===== config.mk =====
export PLATFORM = sky130hd
export DESIGN_NAME = mbm_mult_scheduler
export DESIGN_NICKNAME = d
export VERILOG_FILES = /design/src/rtl/mbm_sched_pkg.sv /design/src/rtl/MBM_multiplier.sv /design/src/rtl/mbm_rr_arbiter.sv /design/src/rtl/mbm_mult_scheduler.sv
export SDC_FILE = /design/constraint.sdc
export NUM_CORES = 1
export LEC_CHECK = 0
export BUFFER_PORTS_ARGS = -buffer_cell sky130_fd_sc_hd__buf_2
export CELL_PAD_IN_SITES_DETAIL_PLACEMENT = 1
export CELL_PAD_IN_SITES_GLOBAL_PLACEMENT = 2
export CORE_ASPECT_RATIO = 0.5
export CORE_MARGIN = 2
export CORE_UTILIZATION = 32
export DETAILED_ROUTE_END_ITERATION = 6
export PLACE_DENSITY_LB_ADDON = 0.1
export SYNTH_ARGS = -nofsm -noshare
export SYNTH_HDL_FRONTEND = slang
export SYNTH_SLANG_ARGS = --single-unit
export TNS_END_PERCENT = 50

===== constraint.sdc =====
create_clock -name clk -period 7.1 [get_ports clk]
set_input_delay 0 -clock clk [delete_from_list [all_inputs] [get_ports clk]]
set_output_delay 0 -clock clk [all_outputs]
set_load 0.1 [all_outputs]

===== src/rtl/mbm_sched_pkg.sv =====
// Shared constants and helpers for the MBM multiplier scheduler.
package mbm_sched_pkg;

    localparam int unsigned MBM_BW     = 8;
    localparam int unsigned MBM_PROD_W = 16;
    localparam int unsigned CNT_W      = 32;

    // Round-robin successor: index after ptr, wrapping from n-1 back to 0.
    function automatic int unsigned rr_next(input int unsigned ptr, input int unsigned n);
        return (ptr + 1 >= n) ? 0 : ptr + 1;
    endfunction

endpackage


===== src/rtl/MBM_multiplier.sv =====
// Approximate 8x8 logarithmic multiplier. Each operand is split into its
// leading-one position k and remainder r; the r_a*r_b cross term is dropped,
// and when the fractional sum overflows the result is taken as 2*(fraction sum).
module MBM_multiplier
    import mbm_sched_pkg::*;
(
    input  logic [MBM_BW-1:0]     operand_a,
    input  logic [MBM_BW-1:0]     operand_b,
    output logic [MBM_PROD_W-1:0] product
);

    logic [2:0]            w_ka;
    logic [2:0]            w_kb;
    logic [MBM_BW-1:0]     w_ra;
    logic [MBM_BW-1:0]     w_rb;
    logic [MBM_PROD_W-1:0] w_sum;
    logic [MBM_PROD_W-1:0] w_base;

    function automatic logic [2:0] lead_one(input logic [MBM_BW-1:0] v);
        logic [2:0] pos;
        pos = '0;
        for (int unsigned i = 0; i < MBM_BW; i++) begin
            if (v[i]) pos = 3'(i);
        end
        return pos;
    endfunction

    // Log-domain decomposition and approximate product assembly.
    always_comb begin
        w_ka   = lead_one(operand_a);
        w_kb   = lead_one(operand_b);
        w_ra   = operand_a & ~(8'd1 << w_ka);
        w_rb   = operand_b & ~(8'd1 << w_kb);
        w_sum  = ({8'b0, w_ra} << w_kb) + ({8'b0, w_rb} << w_ka);
        w_base = 16'd1 << ({1'b0, w_ka} + {1'b0, w_kb});
        if (operand_a == '0 || operand_b == '0) begin
            product = '0;
        end else if (w_sum < w_base) begin
            product = w_base + w_sum;
        end else begin
            product = w_sum << 1;
        end
    end

endmodule


===== src/rtl/mbm_rr_arbiter.sv =====
// Combinational round-robin arbiter: search starts at i_ptr and wraps.
module mbm_rr_arbiter #(
    parameter int unsigned N     = 4,
    parameter int unsigned IDX_W = 2
) (
    input  logic [N-1:0]     i_req,
    input  logic [IDX_W-1:0] i_ptr,
    input  logic             i_en,
    output logic [N-1:0]     o_gnt,
    output logic [IDX_W-1:0] o_gnt_idx,
    output logic             o_gnt_vld
);

    // Pick the first requester at or after the pointer; grant only when enabled.
    always_comb begin
        int unsigned idx;
        idx       = 0;
        o_gnt     = '0;
        o_gnt_idx = '0;
        o_gnt_vld = 1'b0;
        for (int unsigned k = 0; k < N; k++) begin
            idx = 32'(i_ptr) + k;
            if (idx >= N) idx = idx - N;
            if (!o_gnt_vld && i_req[IDX_W'(idx)]) begin
                o_gnt_vld = 1'b1;
                o_gnt_idx = IDX_W'(idx);
            end
        end
        if (i_en && o_gnt_vld) o_gnt[o_gnt_idx] = 1'b1;
    end

endmodule


===== src/rtl/mbm_mult_scheduler.sv =====
// Shares one MBM_multiplier among NUM_REQ requesters: round-robin grant into
// an operand stage (S1), combinational multiply, product stage (S2) with
// valid/ready backpressure and an accepted-result counter.
module mbm_mult_scheduler
    import mbm_sched_pkg::*;
#(
    parameter  int unsigned NUM_REQ   = 4,
    parameter  int unsigned BIT_WIDTH = 8,
    localparam int unsigned ID_W      = $clog2(NUM_REQ)
) (
    input  logic                           clk,
    input  logic                           rst_n,
    input  logic [NUM_REQ-1:0]             req_valid,
    input  logic [NUM_REQ*BIT_WIDTH-1:0]   req_a,
    input  logic [NUM_REQ*BIT_WIDTH-1:0]   req_b,
    output logic [NUM_REQ-1:0]             req_ready,
    output logic                           rsp_valid,
    output logic [2*BIT_WIDTH-1:0]         rsp_product,
    output logic [ID_W-1:0]                rsp_id,
    input  logic                           rsp_ready,
    output logic [CNT_W-1:0]               op_count
);

    if (BIT_WIDTH != MBM_BW) begin : g_bw_check
        $error("mbm_mult_scheduler: BIT_WIDTH must be 8");
    end
    if (NUM_REQ < 2 || NUM_REQ > 16) begin : g_nreq_check
        $error("mbm_mult_scheduler: NUM_REQ must be 2..16");
    end

    logic                   r_v1;
    logic [BIT_WIDTH-1:0]   r_s1_a;
    logic [BIT_WIDTH-1:0]   r_s1_b;
    logic [ID_W-1:0]        r_s1_id;
    logic                   r_v2;
    logic [2*BIT_WIDTH-1:0] r_s2_prod;
    logic [ID_W-1:0]        r_s2_id;
    logic [ID_W-1:0]        r_ptr;
    logic [CNT_W-1:0]       r_op_count;

    logic                   w_s2_adv;
    logic                   w_s1_adv;
    logic                   w_arb_en;
    logic [NUM_REQ-1:0]     w_gnt;
    logic [ID_W-1:0]        w_gnt_idx;
    logic                   w_gnt_vld;
    logic                   w_xfer;
    logic [BIT_WIDTH-1:0]   w_sel_a;
    logic [BIT_WIDTH-1:0]   w_sel_b;
    logic [2*BIT_WIDTH-1:0] w_prod;
    logic                   w_rsp_hs;

    assign w_s2_adv  = !r_v2 || rsp_ready;
    assign w_s1_adv  = !r_v1 || w_s2_adv;
    assign w_arb_en  = w_s1_adv && rst_n;
    assign w_xfer    = w_arb_en && w_gnt_vld;
    assign w_rsp_hs  = r_v2 && rsp_ready;
    assign w_sel_a   = req_a[w_gnt_idx*BIT_WIDTH +: BIT_WIDTH];
    assign w_sel_b   = req_b[w_gnt_idx*BIT_WIDTH +: BIT_WIDTH];

    mbm_rr_arbiter #(
        .N     (NUM_REQ),
        .IDX_W (ID_W)
    ) u_arb (
        .i_req     (req_valid),
        .i_ptr     (r_ptr),
        .i_en      (w_arb_en),
        .o_gnt     (w_gnt),
        .o_gnt_idx (w_gnt_idx),
        .o_gnt_vld (w_gnt_vld)
    );

    MBM_multiplier u_mult (
        .operand_a (r_s1_a),
        .operand_b (r_s1_b),
        .product   (w_prod)
    );

    // S1: capture the granted request whenever the stage can advance.
    always_ff @(posedge clk) begin
        if (!rst_n) begin
            r_v1    <= 1'b0;
            r_s1_a  <= '0;
            r_s1_b  <= '0;
            r_s1_id <= '0;
        end else if (w_s1_adv) begin
            r_v1 <= w_xfer;
            if (w_xfer) begin
                r_s1_a  <= w_sel_a;
                r_s1_b  <= w_sel_b;
                r_s1_id <= w_gnt_idx;
            end
        end
    end

    // S2: register the product; contents hold while the response is stalled.
    always_ff @(posedge clk) begin
        if (!rst_n) begin
            r_v2      <= 1'b0;
            r_s2_prod <= '0;
            r_s2_id   <= '0;
        end else if (w_s2_adv) begin
            r_v2 <= r_v1;
            if (r_v1) begin
                r_s2_prod <= w_prod;
                r_s2_id   <= r_s1_id;
            end
        end
    end

    // Round-robin pointer moves past the requester that just transferred.
    always_ff @(posedge clk) begin
        if (!rst_n) begin
            r_ptr <= '0;
        end else if (w_xfer) begin
            r_ptr <= ID_W'(rr_next(32'(w_gnt_idx), NUM_REQ));
        end
    end

    // Accepted-result counter, wrapping naturally at 2^CNT_W.
    always_ff @(posedge clk) begin
        if (!rst_n) begin
            r_op_count <= '0;
        end else if (w_rsp_hs) begin
            r_op_count <= r_op_count + 1'b1;
        end
    end

    // Requesters must never present unknown valids once out of reset.
    always_ff @(posedge clk) begin
        if (rst_n) assert (!$isunknown(req_valid));
    end

    assign req_ready   = w_gnt;
    assign rsp_valid   = r_v2;
    assign rsp_product = r_s2_prod;
    assign rsp_id      = r_s2_id;
    assign op_count    = r_op_count;

endmodule


==> results of run 1 <==
-- kinds of logic (layout without fill, tap and decap cells) --
kind of cell | Yosys count | in the layout
xor+xnor | 48 | 48
fa+ha+maj | 57 | 57
compound gates | 185 | 185
buf+inv | 79 | 191
simple gates | 363 | 363
mux | 32 | 32
flops | 72 | 72
other cells | 1 | 8
-- sequential cells by signal, indices dropped and copies added, names as in the netlist, named ones only --
signal and cells:
rsp_valid 1, rsp_product 16, op_count 32, rsp_id 2, r_s1_a 8, r_s1_id 2, r_ptr 1, r_v1 1
r_s1_b 8
-- stage by stage --
stage,worst slack (ns),instance area (µm²),util (%),instances
finish,1.12,7490,38.6,1222
global route,0.567,7490,38.6,1219
CTS,1.11,7480,38.5,1216
detailed placement,1.12,7180,37.0,1200
global placement,1.14,7180,37.0,1200
floorplan,1.99,6330,-,838
-- final timing paths --
| path | cells after the start | endpoint |
|---|---|---|
| min | 5 | r_s1_b[7] |
| max | 20 | rsp_product[15] |
| max reg2reg | 20 | rsp_product[15] |
| min reg2reg | 2 | rsp_product[12] |
-- power by group --
group	internal (mW)	switching [mW]
Clock	0.275	0.200
Combinational	0.465	0.837
Sequential	0.438	0.0339
Total	1.18	1.07
-- layer usage --
layer  up-vias  track usage (%)  share of wire (%)
li1       3135                -                  -
met4         6             3.87                1.1
met2        75             32.2                 45
met1      2908             23.6                 48
met3        23             6.74                5.5
met5         -                0               0.17
-- layout make-up --
type	instances	area, µm²
multi-input combinational	687	4560
sequential	72	1440
fill	2408	11900
timing repair buffer	133	686
clock buffer	10	229
inverter	42	158
antenna	6	15.0
clock inverter	6	68.8
tap	266	333
-- synth_stat cells, types with 15 or more instances --
| library cell | count |
|---|---|
| nor2b_1 | 32 |
| a21oi_1 | 46 |
| clkbuf_1 | 30 |
| a311oi_1 | 15 |
| dfxtp_1 | 72 |
| nor3_1 | 19 |
| mux2i_1 | 26 |
| nand2_1 | 120 |
| nor2_1 | 64 |
| o21ai_0 | 46 |
| xnor2_1 | 38 |
| or3_1 | 17 |
| and2_1 | 26 |
| nand3_1 | 23 |
| inv_1 | 40 |
| ha_1 | 54 |
| and3_1 | 24 |
-- worst min-delay path, delay by kind of cell --
kind	cells	cell delay, ns
AO/OA/AOI/OAI	2	0.19
buffers and inverters	1	0.07
AND/OR/NAND/NOR	2	0.08
==> metrics.md, run 1 <==
| Metric | Value |
|---|---|
| Outcome | `finished clean` |
| CP Data Required Time | `7.33 ns` |
| Inserted Clock Buffers | `9` |
| Die Wd | `203 µm` |
| Worst skew pair latency | `0.35 ns` |
| Global-route wire length before repair | `31700 µm` |
| Core footprint | `19400 µm²` |
| Post-CTS Hold Fix Bufs | `0` |
| H-Tree Depth | `3` |
| Mux contribution to synthesized area | `5.18%` |
| CTS Sinks | `72` |
| Worst path max stage delay | `0.59 ns` |
| VDD IR max | `0.135 mV` |
| Antenna-violating nets left | `0` |
| Final GP Congestion | `0.839` |
| Iteration-0 DRC Markers | `196` |
| WL/cell | `16.2 µm` |
| CTS Root Cell | `clkbuf_16` |
| Area grow syn2layout | `18.5%` |
| Leakage power | `3.42 nW` |
| Post-route minimum period | `5.98 ns` |
| Post-synthesis xor/xnor area fraction | `6.65%` |
| Critical Path Sink Type | `flop` |
| #FFs+latches synth | `72` |
| Crit Path Class | `reg2reg` |
| Seq/Total Area, Yosys | `22.8%` |
| Main flop type after synthesis | `dfxtp_1` |
| # IOs | `126` |
| Slew Limit Headroom | `25.6%` |
| Max-cap viol count | `0` |
| Async SR Flop Fraction | `0%` |
| Final hold viol count | `0` |
| I/O Buffers | `125` |
| CP Launch Point | `r_s1_a[5]` |
| Yosys cell types | `71` |
| Die Height | `103 µm` |
| Worst setup SP type | `flop` |
| CTS tree | `done` |
| Largest net degree at the start of global routing | `68` |
| Critical-path top delay cell | `nor4_4` |
| Worst Path Arrival | `6.21 ns` |
| Final nets | `1073` |
| Post-Synth Simple-Gate Area | `29.0%` |
| Yosys warning total | `0` |
| Setup TNS Final | `0 ns` |
| Synth Area in Compound Gates | `19.5%` |
| Setup Viol. Count Final | `0` |
| DIE AREA | `21000 µm²` |
| Drt drc | `0` |
| Synth Instances | `837` |
| Largest family of logic cells by synthesized area | `simple AND/OR/NAND/NOR gates` |
| CTS clk-pin slew, worst paths | `0.07 ns` |
| DR vias | `6147` |
| Fin. max-slew vios | `0` |
| Post-Syn Area per Cell | `7.56 µm²` |
| Final period utilization | `84.3%` |
| Congestion Overflow GR | `0` |
| Yosys top cell by area | `dfxtp_1` |
| Initial Utilization | `32.6%` |
| Top cell type's share of synthesized area | `22.8%` |
| Post-CTS setup repair buffer count | `0` |
| CP Buf/Inv Count | `0` |
| RSZ-0062 raised after global routing | `no` |
| Actual slew at the worst max-slew pin | `1.12 ns` |
| Mapped cell area | `6330 µm²` |
| Power consumption | `2.25 mW` |
| CTS max path bufs | `2` |
| EDFF count, synth | `0` |
| Drt pass-1 iters | `4` |
| Setup Skew | `0.0131 ns` |
| Largest cells by area after synthesis | `dfxtp_1 23%, ha_1 11%, nand2_1 7.1%, xnor2_1 5.3%, mux2i_1 4.1%` |
| Crit path cell chain | `nor4_4 > nand2_1 > o21ai_0 > mux2_2 > nand2_1 > o21ai_0 > mux2i_1 > ha_1 > or4_4 > o21bai_4 > a31oi_1 > nand2b_1 > a21oi_2 > xnor2_1 > ha_1 > or3_1 > o2bb2ai_1 > a31o_2 > nor2b_2 > a221o_1` |
| Maximum operating frequency | `167 MHz` |
| Number of global-route vias before repair | `6098` |
| HP Class | `in2reg` |
| Initial antenna violation count | `8` |
| FF-to-FF Start | `r_s1_a[5]` |
| Hold wc startpoint | `req_b[23]` |
| Most frequent cells in the layout | `125 x buf_2, 120 x nand2_1, 72 x dfxtp_1, 64 x nor2_1, 54 x ha_1` |
| HPWL after detailed placement | `15600 µm` |
| Setup slack, reg-to-reg | `1.12 ns` |
| DRT Wirelength | `19800 µm` |
| Layout cells sized above 1 | `19.3%` |
| Fin Hold WS | `0.0247 ns` |
| CP top delay family | `simple AND/OR/NAND/NOR gates` |
| Pwr/cell area | `300 nW/µm²` |
| Post-Synth Adder-Cell Area | `11.6%` |
| Rows | `36` |
| Via/cell ratio | `5.03` |
| Critical-path maximum fanout | `18` |
| Post_cts resized | `0` |
| Most common cell after layout, fill and taps aside | `buf_2` |
| GR Util All Layers | `19.0%` |
(Power assumes the default switching activity.)
==> inputs of run 2 (changes only) <==
--- a/config.mk
+++ b/config.mk
@@ -5,12 +5,13 @@
 export SDC_FILE = /design/constraint.sdc
 export NUM_CORES = 1
 export LEC_CHECK = 0
+export ABC_AREA = 1
 export BUFFER_PORTS_ARGS = -buffer_cell sky130_fd_sc_hd__buf_2
 export CELL_PAD_IN_SITES_DETAIL_PLACEMENT = 1
 export CELL_PAD_IN_SITES_GLOBAL_PLACEMENT = 2
 export CORE_ASPECT_RATIO = 0.5
 export CORE_MARGIN = 2
-export CORE_UTILIZATION = 32
+export CORE_UTILIZATION = 27
 export DETAILED_ROUTE_END_ITERATION = 6
 export PLACE_DENSITY_LB_ADDON = 0.1
 export SYNTH_ARGS = -nofsm -noshare
==> constraint.sdc (replaced) <==
create_clock -name clk -period 5.47 [get_ports clk]
set_input_delay 0 -clock clk [delete_from_list [all_inputs] [get_ports clk]]
set_output_delay 0 -clock clk [all_outputs]
set_load 0.1 [all_outputs]
==> run 2 against run 1 <==
Flip-flop and latch count unchanged. Critical path depth increased by 10. Maximum frequency grew 19%. Global-route usage is 0.97 points higher. Largest cell class unchanged.
==> metrics.md, run 2 <==
| Metric | Value |
|---|---|
| Outcome | `finished clean` |
| CP Data Required Time | `5.64 ns (-1.69 ns)` |
| Top cells by count, synth | `329 x nand2_1, 157 x nand3_1, 144 x inv_1` |
| EDFF count, synth | `0 (unchanged)` |
| Fin. max-slew vios | `0 (unchanged)` |
| DRT Wirelength | `28600 µm (+44%)` |
| Yosys warning total | `0 (unchanged)` |
| Worst setup margin | `0.457 ns (-0.660 ns)` |
| Layout cells sized above 1 | `16.7% (-2.6 points)` |
| Final hold viol count | `0 (unchanged)` |
| Most Crowded Layer GR | `met2` |
| Crit Path Class | `reg2reg` |
| Slew Limit Headroom | `37.5% (+12 points)` |
| Die Height | `120 µm (+16%)` |
| RSZ-0062 raised after global routing | `yes` |
| Post-Syn Area per Cell | `6.04 µm² (-20%)` |
| CTS Sinks | `72 (unchanged)` |
| Rows | `42 (+17%)` |
| CTS tree | `done` |
| Worst path max stage delay | `0.41 ns (-0.18 ns)` |
| Setup Viol. Count Final | `0 (unchanged)` |
| Most used cell, CP | `nand2_1` |
| Setup WS pre-CTS | `0.119 ns (-1.00 ns)` |
| Fillers | `3532 (+47%)` |
| Post-route minimum period | `5.01 ns (-0.970 ns)` |
| # placed instances | `1670 (+39%)` |
| Maximum operating frequency | `199 MHz (+19%)` |
| #FFs+latches synth | `72 (unchanged)` |
| GR Layer Usage met2 | `36.4% (+4.2 points)` |
| Critical-path top delay cell | `dfxtp_1` |
| # IOs | `126 (unchanged)` |
| Synth Instances | `1211 (+45%)` |
| Global-route wire length before repair | `45200 µm (+43%)` |
| Largest net degree at the start of global routing | `51 (-25%)` |
| Yosys cell types | `46 (-35%)` |
| Final GP Congestion | `0.896 (+6.7%)` |
| Yosys top cell by area | `dfxtp_1` |
| Initial antenna violation count | `1 (-7)` |
| Antenna-violating nets left | `0 (unchanged)` |
| Core footprint | `26500 µm² (+37%)` |
| Final nets | `1465 (+37%)` |
| Area grow syn2layout | `18.7%` |
| Die Wd | `237 µm (+17%)` |
| Via/cell ratio | `4.88 (-3.1%)` |
| GR met1 Demand/Resource | `25.7% (+2.1 points)` |
| Max FFs per register | `32 (unchanged)` |
| H-Tree Depth | `3 (unchanged)` |
| Most frequent cell after synthesis | `nand2_1` |
| Area occupied by multi-input gates | `5100 µm² (+12%)` |
| Actual slew at the worst max-slew pin | `0.936 ns (-0.179 ns)` |
| Async SR Flop Fraction | `0% (unchanged)` |
| Final period utilization | `91.7% (+7.4 points)` |
| Most frequent cells in the layout | `325 x nand2_1, 157 x nand3_1, 143 x inv_1, 125 x buf_2, 101 x nor2_1` |
| Post-Layout Cell Count | `1695 (+39%)` |
| Main flop type after synthesis | `dfxtp_1` |
| Fin Hold WS | `0.00818 ns (-0.0165 ns)` |
| CTS clk-pin slew, worst paths | `0.06 ns (about the same)` |
| HPWL after detailed placement | `23400 µm (+50%)` |
| CTS max path bufs | `2 (unchanged)` |
| Max-cap viol count | `0 (unchanged)` |
| GR Util All Layers | `20.0% (+0.97 points)` |
| Drt pass-1 iters | `5 (+1)` |
| Number of global-route vias before repair | `8461 (+39%)` |
| CTS Root Cell | `clkbuf_16` |
| Worst setup SP type | `flop` |
| DIE AREA | `28500 µm² (+36%)` |
| FF+latch area | `1440 µm² (unchanged)` |
| Most common cell after layout, fill and taps aside | `nand2_1` |
| Util after Layout | `32.7% (-5.9 points)` |
| DR vias | `8265 (+34%)` |
| Mapped cell area | `7310 µm² (+16%)` |
| WL/cell | `16.8 µm (+3.9%)` |
| Worst Path Arrival | `5.19 ns (-1.02 ns)` |
| Largest cells by area after synthesis | `dfxtp_1 20%, nand2_1 17%, nand3_1 11%, ha_1 9.2%, inv_1 7.4%` |
| HP Class | `in2reg` |
| Seq/Total Area, Yosys | `19.7% (-3.1 points)` |
| Inserted Clock Buffers | `9 (unchanged)` |
| Top cell type's share of synthesized area | `19.7% (-3.1 points)` |
| Congestion Overflow GR | `0 (unchanged)` |
| Critical-path maximum fanout | `6 (-12)` |
| Worst skew pair latency | `0.33 ns (-0.02 ns)` |
| I/O Buffers | `125 (unchanged)` |
| Initial Utilization | `27.5% (-5.0 points)` |
| Post-CTS Hold Fix Bufs | `0 (unchanged)` |
| Iteration-0 DRC Markers | `306 (+56%)` |
| Drt drc | `0 (unchanged)` |
| Setup Skew | `0.00918 ns (-0.00389 ns)` |
| Critical Path Sink Type | `flop` |
| GR Layer Usage met3 | `2.21% (-4.5 points)` |
## run 2: changes by cell type in the layout (fill, tap and decap cells not counted), sizes merged, moves of 26 or more
cell and change:
nand2 +220, inv +112, nor2b -33, a21oi +50
mux2i -26, xnor2 -31, nor2 +45, nand3 +136
## run 2: layout make-up
type / instances / area share, %
Tap cell: 352 / 5.08
Clock buffer: 11 / 2.80
Clock inverter: 5 / 0.649
Antenna cell: 1 / 0.0288
Sequential cell: 72 / 16.6
Timing Repair Buffer: 147 / 9.12
Inverter: 157 / 6.84
Multi-Input combinational cell: 949 / 58.8
Timing Repair inverter: 1 / 0.0865
## run 2: worst max-delay path: cells and delay by family (launching register included)
kind                       cells  cell delay (ns)
DFF                            1             0.41
buffers and inverters          4             0.42
adders and majority gates      2             0.67
and+or+nand+nor               20             2.78
AOI/OAI and AO/OA              4             0.59
## run 2: path summary, 6_finish.rpt
kind | startpoint | endpoint | slack [ns] | depth (start not counted)
worst max-delay path | r_s1_a[1] | rsp_product[9] | 0.46 | 30
worst min-delay path | req_a[7] | r_s1_a[7] | 0.008 | 5
worst max register to register | r_s1_a[1] | rsp_product[9] | 0.46 | 30
worst min register to register | rsp_product[1] | rsp_product[1] | 0.47 | 2
## run 2: through the flow
step	instance area, µm²	TNS (ns)
finish	8670	0
CTS	8570	0
global placement	8270	0
floorplan	7310	0
detailed placement	8270	0
global route	8670	-0.315
## run 2: routing by layer
layer / vias up / part of all wire [%]
met5: - / 0
met4: 0 / 1.0
met3: 21 / 1.9
met2: 90 / 49
met1: 3946 / 48
li1: 4208 / -
## run 2: cells by family after synthesis
group / count (synthesis) / share of synthesized area (%)
simple gates: 682 / 42.0
buf+inv: 192 / 11.2
compound gates: 177 / 13.4
flops: 72 / 19.7
fa+ha+maj: 57 / 10.1
xor+xnor: 30 / 3.59
other cells: 1 / 0.0513
## run 2: what timing repair did
item / in CTS / in global routing
endpoints found under the setup margin: 0 / 16
resized for setup: 0 / 17
setup buffers: 0 / 6
Power of run 2 is left out: the tool's default activity adds up to more than one toggle a clock period on the data nets, which glitch-free logic cannot reach.
==> inputs of run 3 (changes only) <==
==> constraint.sdc (replaced) <==
create_clock -name clk -period 4.6 [get_ports clk]
set_input_delay 0 -clock clk [delete_from_list [all_inputs] [get_ports clk]]
set_output_delay 0 -clock clk [all_outputs]
set_load 0.1 [all_outputs]
==> run 3 against run 2 <==
Routed wire length up 6.6%. Clock-buffer cell count decreased by 2. Final area rose by 18%. Register-to-register slack got worse by 0.22 ns. Maximum frequency increased by 15%. Flip-flop and latch count unchanged. Global-route usage rose by 1.1 points. Worst hold slack gained 0.0091 ns. Non-clock buffer count up 106. First-iteration DRC count rose by 24%. Via count is 6.7% higher. Clock skew is 0.0043 ns lower. Critical endpoint is now rsp_product[15]. Largest cell class unchanged.
==> metrics.md, run 3 (same netlist as run 2, synthesis figures left out) <==
| Metric | Value |
|---|---|
| Final nets | `1569 (+7.1%)` |
| R2R depth | `33 (+10%)` |
| Worst path max stage delay | `0.33 ns (-0.08 ns)` |
| Iteration-0 DRC Markers | `379 (+24%)` |
| Critical Path Sink Type | `flop` |
| Setup Skew | `0.00487 ns (-0.00431 ns)` |
| # IOs | `126 (unchanged)` |
| FF-to-FF Start | `r_s1_a[1]` |
| # placed instances | `1760 (+5.4%)` |
| CTS Root Cell | `clkbuf_16` |
| Worst setup SP type | `flop` |
| CTS max path bufs | `2 (unchanged)` |
| Crit Reg-Reg Endpoint | `rsp_product[15]` |
| Util after Layout | `38.6% (+6.0 points)` |
| Final period utilization | `94.8% (+3.1 points)` |
| CP Data Required Time | `4.79 ns (-0.85 ns)` |
| Most used cell, CP | `nand2_1` |
| HPWL after detailed placement | `24400 µm (+3.9%)` |
| Met1 WL | `14500 µm (+5.6%)` |
| Core footprint | `26500 µm² (unchanged)` |
| Actual slew at the worst max-slew pin | `1.00 ns (+0.0645 ns)` |
| Antenna-violating nets left | `0 (unchanged)` |
| Hold path endpoint | `r_s1_a[7]` |
| DR top layer | `met4` |
| Fillers | `3472 (-1.7%)` |
| Metal2 WL | `14600 µm (+4.8%)` |
| Final GP Congestion | `0.848 (-5.4%)` |
| DRT Wirelength | `30400 µm (+6.6%)` |
| Congestion Overflow GR | `0 (unchanged)` |
| Final hold viol count | `0 (unchanged)` |
| Initial antenna violation count | `0 (-1)` |
| Critical-path maximum fanout | `6 (unchanged)` |
| Worst skew pair latency | `0.35 ns (+0.02 ns)` |
| Max-cap viol count | `0 (unchanged)` |
| Most common cell after layout, fill and taps aside | `nand2_1` |
| Worst Path Arrival | `4.55 ns (-0.64 ns)` |
| Crit Path Class | `reg2reg` |
| H-Tree Depth | `3 (unchanged)` |
| GR Util All Layers | `21.0% (+1.1 points)` |
| DIE AREA | `28500 µm² (unchanged)` |
| Post-route minimum period | `4.36 ns (-0.654 ns)` |
| WL/cell | `16.9 µm (+0.46%)` |
| Drt pass-1 iters | `4 (-1)` |
| Met3 routed WL | `696 µm (+26%)` |
| Critical-path top delay cell | `dfxtp_2` |
| Maximum operating frequency | `229 MHz (+15%)` |
| FF+latch area | `1450 µm² (+0.69%)` |
| Outcome | `finished clean` |
| Number of antenna diodes | `0 (-1)` |
| Die Height | `120 µm (unchanged)` |
| CTS tree | `done` |
| Largest net degree at the start of global routing | `51 (unchanged)` |
| Slew Limit Headroom | `33.2% (-4.3 points)` |
| Post-layout instance area | `10300 µm² (+18%)` |
| Inserted Clock Buffers | `9 (unchanged)` |
| Setup Viol. Count Final | `0 (unchanged)` |
| Post-Layout Cell Count | `1798 (+6.1%)` |
| I/O Buffers | `125 (unchanged)` |
| Setup slack, reg-to-reg | `0.24 ns (-0.22 ns)` |
| Fin. max-slew vios | `0 (unchanged)` |
| Fin Hold WS | `0.0173 ns (+0.00910 ns)` |
| Global-route wire length before repair | `47500 µm (+4.9%)` |
| Area grow syn2layout | `40.3%` |
| Area after DPL | `8960 µm² (+8.3%)` |
| Number of global-route vias before repair | `8948 (+5.8%)` |
| Initial Utilization | `27.5% (unchanged)` |
| Max FFs per register | `32 (unchanged)` |
| DR vias | `8815 (+6.7%)` |
| HP Class | `in2reg` |
| Die Wd | `237 µm (unchanged)` |
| CTS clk-pin slew, worst paths | `0.06 ns (about the same)` |
| Hold wc startpoint | `req_a[31]` |
| Area occupied by multi-input gates | `5800 µm² (+14%)` |
| CTS Sinks | `72 (unchanged)` |
| Via/cell ratio | `4.90 (+0.54%)` |
| Drt drc | `0 (unchanged)` |
| Most frequent cells in the layout | `295 x nand2_1, 143 x nand3_1, 138 x inv_1, 125 x buf_2, 119 x buf_4` |
| Min-Delay Path Depth | `5 (unchanged)` |
| Layout cells sized above 1 | `31.7% (+15 points)` |
| Rows | `42 (unchanged)` |
==> run 3: layout make-up <==
class	instances	share of cell area (%)
inverters	157	5.77
clock inverters	7	1.00
well taps	352	4.29
repair buffers	253	16.1
multi-input cells	948	56.5
clock buffers	9	2.20
flip-flops and latches	72	14.2
==> run 3: timing repair <==
| action | in CTS | in global routing |
|---|---|---|
| pin swaps | 5 | 51 |
| setup endpoints to repair | 15 | 16 |
| hold buffers | 3 | 0 |
| cloned | 0 | 1 |
| buffers inserted | 3 | 15 |
| endpoints found under the hold margin | 2 | 0 |
| gates resized for setup | 19 | 172 |
==> run 3: worst max path at each step <==
stage / endpoint / startpoint / cells past startpoint / slack [ns]
4_1_cts: rsp_product[6] / r_s1_a[4] / 29 / 0.009
2_1_floorplan: rsp_product[6] / r_s1_a[4] / 29 / 0.51
3_3_place_gp: rsp_product[1] / r_s1_a[4] / 31 / -0.07
5_1_grt: rsp_product[15] / r_s1_a[1] / 33 / -0.08
3_5_place_dp: rsp_product[1] / r_s1_a[6] / 31 / -0.13
6_report: rsp_product[15] / r_s1_a[1] / 33 / 0.24
==> run 3: metrics by stage <==
stage / setup TNS, ns / setup slack, ns
finish: 0 / 0.241
detailed placement: -0.985 / -0.130
global route: -0.707 / -0.0790
floorplan: 0 / 0.509
CTS: 0 / 0.00894
global placement: -0.589 / -0.0660
==> run 3: critical path: cells and delay by family, from the launching register on <==
family / cells / cell delay [ns]
fa+ha+maj: 2 / 0.59
flops: 1 / 0.33
buf+inv: 7 / 0.74
compound gates: 2 / 0.19
xor+xnor: 1 / 0.18
simple gates: 21 / 2.17
==> run 3: metal layers <==
layer	vias to the layer above	global-route usage [%]
met5	-	0
met3	32	3.20
met2	75	36.0
li1	4410	-
met1	4298	27.7
met4	0	5.46
Power of run 3 is left out for the same reason.
